**src/rtl/dmem_write_tracer.sv**
```systemverilog
// -----------------------------------------------------------------------------
// dmem_write_tracer
//
// A passive monitor that sits downstream of system_debug. It records every
// data-memory write into a first-word-fall-through trace FIFO and counts
// retired instructions. When the halt instruction (jump-to-self) appears, it
// freezes capture and counting. The trace is drained through a valid/ready
// port, so consumers do not need to snoop the register file hierarchically.
//
// Ports:
//   clock, reset       rising-edge clock; asynchronous active-high reset
//   clear              synchronous return to reset state (FIFO emptied)
//   instruction        current instruction word
//   dmem_we            data-memory write enable
//   alu_out            data-memory address; low ADDR_BITS are recorded
//   dmem_wd            data-memory write data
//   out_valid          head trace entry available
//   out_ready          consumer accepts the head entry
//   out_addr/data/seq  head entry fields (zero while out_valid = 0)
//   instr_count        retired-instruction counter, saturating
//   halted             halt instruction has been seen
//   overflow           sticky: at least one write was dropped on a full FIFO
//   drop_count         number of dropped writes, saturating
// -----------------------------------------------------------------------------
module dmem_write_tracer #(
  parameter int          DEPTH      = 16,  // power of two, >= 2
  parameter int          ADDR_BITS  = 10,  // < 32
  parameter logic [31:0] HALT_INSTR = 32'h0800001F
) (
  input  logic                 clock,
  input  logic                 reset,
  input  logic                 clear,
  input  logic [31:0]          instruction,
  input  logic                 dmem_we,
  input  logic [31:0]          alu_out,
  input  logic [31:0]          dmem_wd,
  output logic                 out_valid,
  input  logic                 out_ready,
  output logic [ADDR_BITS-1:0] out_addr,
  output logic [31:0]          out_data,
  output logic [15:0]          out_seq,
  output logic [15:0]          instr_count,
  output logic                 halted,
  output logic                 overflow,
  output logic [7:0]           drop_count
);

  localparam int PTR_W = $clog2(DEPTH);
  localparam int CNT_W = PTR_W + 1;

  typedef enum logic {
    S_RUN,
    S_HALTED
  } state_t;

  typedef struct packed {
    logic [ADDR_BITS-1:0] addr;
    logic [31:0]          data;
    logic [15:0]          seq;
  } entry_t;

  state_t           state_q, state_d;
  logic [PTR_W-1:0] wr_ptr_q, wr_ptr_d;
  logic [PTR_W-1:0] rd_ptr_q, rd_ptr_d;
  logic [CNT_W-1:0] count_q, count_d;
  logic [15:0]      instr_count_q, instr_count_d;
  logic             overflow_q, overflow_d;
  logic [7:0]       drop_count_q, drop_count_d;

  entry_t mem_q [DEPTH];
  entry_t head;
  entry_t new_entry;

  logic is_halt, in_run, empty, full, pop, capture, push, drop, mem_we;

  // The upper address bits are intentionally not recorded.
  logic unused_alu_hi;
  assign unused_alu_hi = ^alu_out[31:ADDR_BITS];

  // NOTE: every signal assigned here receives a default first, so no path leaves it unassigned and no latch is inferred.
  always_comb begin
    is_halt   = (instruction == HALT_INSTR);
    in_run    = (state_q == S_RUN);
    empty     = (count_q == '0);
    full      = (count_q == CNT_W'(DEPTH));
    pop       = !empty && out_ready;
    capture   = in_run && dmem_we && !is_halt;
    // A full FIFO still accepts a write when the head leaves in the same cycle.
    push      = capture && (!full || pop);
    drop      = capture && full && !pop;
    new_entry = '{addr: alu_out[ADDR_BITS-1:0], data: dmem_wd, seq: instr_count_q};

    state_d       = state_q;
    wr_ptr_d      = wr_ptr_q;
    rd_ptr_d      = rd_ptr_q;
    count_d       = count_q;
    instr_count_d = instr_count_q;
    overflow_d    = overflow_q;
    drop_count_d  = drop_count_q;
    mem_we        = 1'b0;

    if (clear) begin
      state_d       = S_RUN;
      wr_ptr_d      = '0;
      rd_ptr_d      = '0;
      count_d       = '0;
      instr_count_d = '0;
      overflow_d    = 1'b0;
      drop_count_d  = '0;
    end else begin
      if (in_run && is_halt) state_d = S_HALTED;

      if (in_run && !is_halt && instr_count_q != 16'hFFFF)
        instr_count_d = instr_count_q + 16'd1;

      mem_we = push;
      // Pointers wrap naturally because DEPTH is a power of two.
      if (push) wr_ptr_d = wr_ptr_q + PTR_W'(1);
      if (pop)  rd_ptr_d = rd_ptr_q + PTR_W'(1);

      unique case ({push, pop})
        2'b10:   count_d = count_q + CNT_W'(1);
        2'b01:   count_d = count_q - CNT_W'(1);
        default: count_d = count_q;
      endcase

      if (drop) begin
        overflow_d = 1'b1;
        if (drop_count_q != 8'hFF) drop_count_d = drop_count_q + 8'd1;
      end
    end
  end

  // NOTE: sequential state uses non-blocking assignments so every flop samples pre-edge values regardless of statement order.
  always_ff @(posedge clock or posedge reset) begin
    if (reset) begin
      state_q       <= S_RUN;
      wr_ptr_q      <= '0;
      rd_ptr_q      <= '0;
      count_q       <= '0;
      instr_count_q <= '0;
      overflow_q    <= 1'b0;
      drop_count_q  <= '0;
    end else begin
      state_q       <= state_d;
      wr_ptr_q      <= wr_ptr_d;
      rd_ptr_q      <= rd_ptr_d;
      count_q       <= count_d;
      instr_count_q <= instr_count_d;
      overflow_q    <= overflow_d;
      drop_count_q  <= drop_count_d;
    end
  end

  // NOTE: the storage array is not reset. Emptiness is carried by count_q, and the outputs are masked while empty, so stale contents are never observed.
  always_ff @(posedge clock) begin
    if (mem_we) mem_q[wr_ptr_q] <= new_entry;
  end

  // First-word-fall-through read. The outputs are driven only from registers,
  // and they are forced to zero when empty so that they never show X.
  always_comb begin
    head      = mem_q[rd_ptr_q];
    out_valid = !empty;
    out_addr  = empty ? '0 : head.addr;
    out_data  = empty ? '0 : head.data;
    out_seq   = empty ? '0 : head.seq;
  end

  assign instr_count = instr_count_q;
  assign halted      = (state_q == S_HALTED);
  assign overflow    = overflow_q;
  assign drop_count  = drop_count_q;

endmodule

```
**config.mk**
```make
export PLATFORM = sky130hd
export DESIGN_NAME = dmem_write_tracer
export DESIGN_NICKNAME = d
export VERILOG_FILES = /design/src/rtl/dmem_write_tracer.sv
export SDC_FILE = /design/constraint.sdc
export NUM_CORES = 1
export LEC_CHECK = 0
export CELL_PAD_IN_SITES_DETAIL_PLACEMENT = 2
export CELL_PAD_IN_SITES_GLOBAL_PLACEMENT = 2
export CORE_MARGIN = 8
export CORE_UTILIZATION = 50
export CTS_CLUSTER_SIZE = 16
export DETAILED_ROUTE_END_ITERATION = 6
export DONT_BUFFER_PORTS = 1
export PLACE_DENSITY_LB_ADDON = 0.1
export SYNTH_ARGS = -nofsm -noshare
export SYNTH_HDL_FRONTEND = slang
export SYNTH_SLANG_ARGS = --single-unit
```
**constraint.sdc**
```tcl
create_clock -name clock -period 4.85 [get_ports clock]
set_input_delay 0.97 -clock clock [delete_from_list [all_inputs] [get_ports clock]]
set_output_delay 0.97 -clock clock [all_outputs]
set_load 0.005 [all_outputs]
```
==> flow_summary.toml, run 1 <==
[run_status]
outcome = "stopped before the end"
lastStage = "3_5_place_dp"
error = "[ERROR DPL-0033] detailed placement checks failed during check placement."

[floorplanning]
die_y_um = 290
start_util = 0.505
die_w_um = 290
floorplan.rows = 100
ios = 186

[yosys]
synthSimpleGateAreaFrac = 0.0280
synth_area_leaders = "edfxtp_1 74%, mux4_2 17%, dfrtp_1 2.6%, and2_1 0.98%, nor2_1 0.59%"
ys_seq_elements = 967
synth_cells = 1603
synth.avg_cell_area_um2 = 23.4
synth_cell_types = 42
syn_area_um2 = 37500
syn_nets = 1715
yosysTopAreaCellShare = 0.743
synth_top_family_by_area = "multiplexers"
synthAdderAreaFrac = 0.00387
netlist.top_cell.by_area = "edfxtp_1"
synthXorXnorAreaFrac = 0.00677
synth_mux_area_frac = 0.176
synthArstFlopShare = 0.0403
synth_ff_type = "edfxtp_1"
synth-compound-area-share = 0.00324
synth_warnings = 0
synth-edff-count = 928
ys_seq_area_frac = 0.769

[placed_design]
dp_hpwl_um = 61100
gp_congestion = 0.681
portBuffers = 0
synthesized netlist by cell type (5+ instances only):
cell / instances
edfxtp_1: 928
mux4_2: 290
and2_1: 59
nor2_1: 59
clkbuf_1: 41
dfrtp_1: 39
xnor2_1: 24
buf_6: 18
buf_2: 13
nand2_1: 12
nand3_1: 11
nor4_1: 11
ha_1: 10
buf_1: 9
a21oi_1: 8
inv_1: 8
nor3_1: 8
nand4_1: 7
and3_1: 6
xor2_1: 5
logic make-up after synthesis:
kind of cell | Yosys count
multiplexers | 297
AO/OA/AOI/OAI | 18
adder cells (fa/ha/maj) | 11
AND/OR/NAND/NOR | 192
flip-flops | 967
XOR/XNOR | 29
buffers and inverters | 89
metrics by stage:
step           cells  instance area, um2  setup WS [ns]  hold slack (ns)
3_3_place_gp    2542               39100          0.722            0.532
2_1_floorplan   1603               37500         0.0267            0.511
==> run 2: changes to the inputs <==
==> config.mk (replaced) <==
export PLATFORM = sky130hd
export DESIGN_NAME = dmem_write_tracer
export DESIGN_NICKNAME = d
export VERILOG_FILES = /design/src/rtl/dmem_write_tracer.sv
export SDC_FILE = /design/constraint.sdc
export NUM_CORES = 1
export LEC_CHECK = 0
export CORE_MARGIN = 8
export CORE_UTILIZATION = 35
export DETAILED_ROUTE_END_ITERATION = 6
export DONT_BUFFER_PORTS = 1
export PLACE_DENSITY_LB_ADDON = 0.15
export SYNTH_ARGS = -nofsm -noshare
export SYNTH_HDL_FRONTEND = slang
export SYNTH_SLANG_ARGS = --single-unit
==> flow_summary.toml, run 2 <==
[run_status]
outcome = "finished, final reports clean"

[yosys]
synth_cell_types = 42
synth_cells = 1603
synth_ff_type = "edfxtp_1"
syn_area_um2 = 37500
synth_area_leaders = "edfxtp_1 74%, mux4_2 17%, dfrtp_1 2.6%, and2_1 0.98%, nor2_1 0.59%"
synth_top_cells_by_count = "928 x edfxtp_1, 290 x mux4_2, 59 x and2_1, 59 x nor2_1, 41 x clkbuf_1"
synth-edff-count = 928
synth_warnings = 0
yosysTopAreaCellShare = 0.743
yosysMostFrequentCell = "edfxtp_1"
ys_seq_elements = 967
synthArstFlopShare = 0.0403
synth.avg_cell_area_um2 = 23.4
ys_seq_area_frac = 0.769
syn_nets = 1715
netlist.top_cell.by_area = "edfxtp_1"

[placed_design]
portBuffers = 0
dp_hpwl_um = 44700
place_area_um2 = 39600
gp_congestion = 0.691

[critical_path]
reg2regPathDepth = 7
r2r_slack_ns = 1.42
cp_max_fo = 28
worstPathRequired_ns = 3.88
start_kind = "register"
cp.arrival_ns = 3.20
timing.rr.start = "halted"
crit_path_end_kind = "output pin"
worstSetupPathType = "reg -> out"
r2r-end = "mem_q[4][16]"

[layout]
seqCellArea_um2 = 28900
syn_to_final_growth_pct = 14.7
multi_input_area_um2 = 8310
fill_cells = 9271
layout_commonest_cell = "edfxtp_1"
post-route-util = 0.403
layout_common_cells = "928 x edfxtp_1, 290 x mux4_2, 109 x clkbuf_16"
drive_above_1_share = 0.292
fin_area_um2 = 43000
nNetsFinal = 1788
antenna_cells = 0
regMostFlops = "mem_q"
largest_register_ffs = 928

[cts]
clockBufferDepth = 3
postCtsResizedCells = 0
cts-hold-fix-buffers = 0
cts_setup_buffers = 0
clock-root-buffer = "clkbuf_16"
cts_tree = "built"
cts.sinks = 967
cts_made_buffers = 106
htreeDepth = 3
clk_pin_slew_ns = 0.06
clk_latency_ns = 0.65

[sta]
tightest_slew_ns = 1.02
clock.fmax_mhz = 240
setup_viol_count_final = 0
hold_violations = 0
finClkSkew_ns = 0.0185
rsz0062_at_grt = "no"
post-route-min-period_ns = 4.17
final_max_slew_viol_count = 0
relSlewSlack = 0.321
fin_crit_sh = 0.861
fin_tns_setup_ns = 0

[global_route]
overflow = 0
grt_max_degree = 60
grt_pass1_vias = 18200
grt_usage = 0.151
antenna_found_initial = 5
grt_pass1_wl_um = 129000

[floorplanning]
core_area_um2 = 107000
floorplan.rows = 120
ios = 186
dieArea_um2 = 118000
die_y_um = 343
start_util = 0.351
die_w_um = 343

[pwr]
vdd_drop_max_v = 0.000341
p_leak_nw = 13.1
power_density_nw_per_um2 = 488

[drt]
dr_total_vias = 16600
first_iter_violations = 1238
wire_per_inst_um = 28.1
antenna_left = 0
remaining_drc_errors = 0
routed_via_density = 5.24
drt-total-wl_um = 88900
drtPass1Iterations = 4

[hold_path]
worst_hold_path_type = "in -> async"

[job]
cap_violations = 0
-- run 2: cell counts after synthesis --
No cell type changed its count.
-- run 2: worst max-delay path: stages, from the launching register on --
cell and delay (ns):
dfrtp_4 0.67, buf_4 0.58, mux4_2 0.57, mux4_2 0.51
and2_1 0.19
-- run 2: layout make-up --
type,count,share of cell area
sequential,967,0.671
multi-input combinational,547,0.193
clock buffer,141,0.0671
tap,1403,0.0408
timing repair buffer,46,0.0138
clock inverter,52,0.0137
inverter,8,0.000698
-- run 2: per-layer routing --
layer | vias up | wire [um] | share of wire | GRT usage
li1 | 6943 | - | - | -
met1 | 9144 | 38300 | 0.43 | 0.200
met4 | 0 | 1370 | 0.015 | 0.0347
met3 | 102 | 4870 | 0.055 | 0.0337
met5 | - | 0 | 0 | 0
met2 | 379 | 44400 | 0.50 | 0.256
-- run 2: kinds of logic after synthesis --
logic type,after synthesis,share of synthesized area
buf+inv,89,0.0129
flops,967,0.769
simple gates,192,0.0280
compound gates,18,0.00324
mux,297,0.176
fa+ha+maj,11,0.00387
xor+xnor,29,0.00677
-- run 2: worst max path at each step --
stage | start | endpoint | slack, ns
5_1_grt | rd_ptr_q[0] | out_data[28] | 0.47
3_3_place_gp | instruction[3] | mem_q[4][16] | 0.69
6_report | rd_ptr_q[0] | out_seq[0] | 0.68
2_1_floorplan | instruction[3] | mem_q[12][0] | 0.03
4_1_cts | rd_ptr_q[0] | out_seq[0] | 0.52
3_5_place_dp | instruction[3] | mem_q[4][16] | 0.67
-- run 2: power breakdown --
group          leakage [nW]  internal [W]  switching, W
sequential             8.99       0.00925      0.000118
combinational          2.44       0.00180       0.00180
clock                  1.70       0.00485       0.00317
total                  13.1        0.0159       0.00508
-- run 2: stage by stage --
step / setup WS (ns) / power (W) / hold WS [ns] / std cells
final: 0.675 / 0.0210 / 0.347 / 3164
after global routing: 0.465 / 0.0219 / 0.342 / 3164
after CTS: 0.520 / 0.0214 / 0.325 / 3164
after detailed placement: 0.670 / 0.0133 / 0.543 / 2971
after global placement: 0.687 / 0.0133 / 0.532 / 2971
after floorplan: 0.0267 / 0.0123 / 0.511 / 1603
Power figures use the tool's default switching activity.
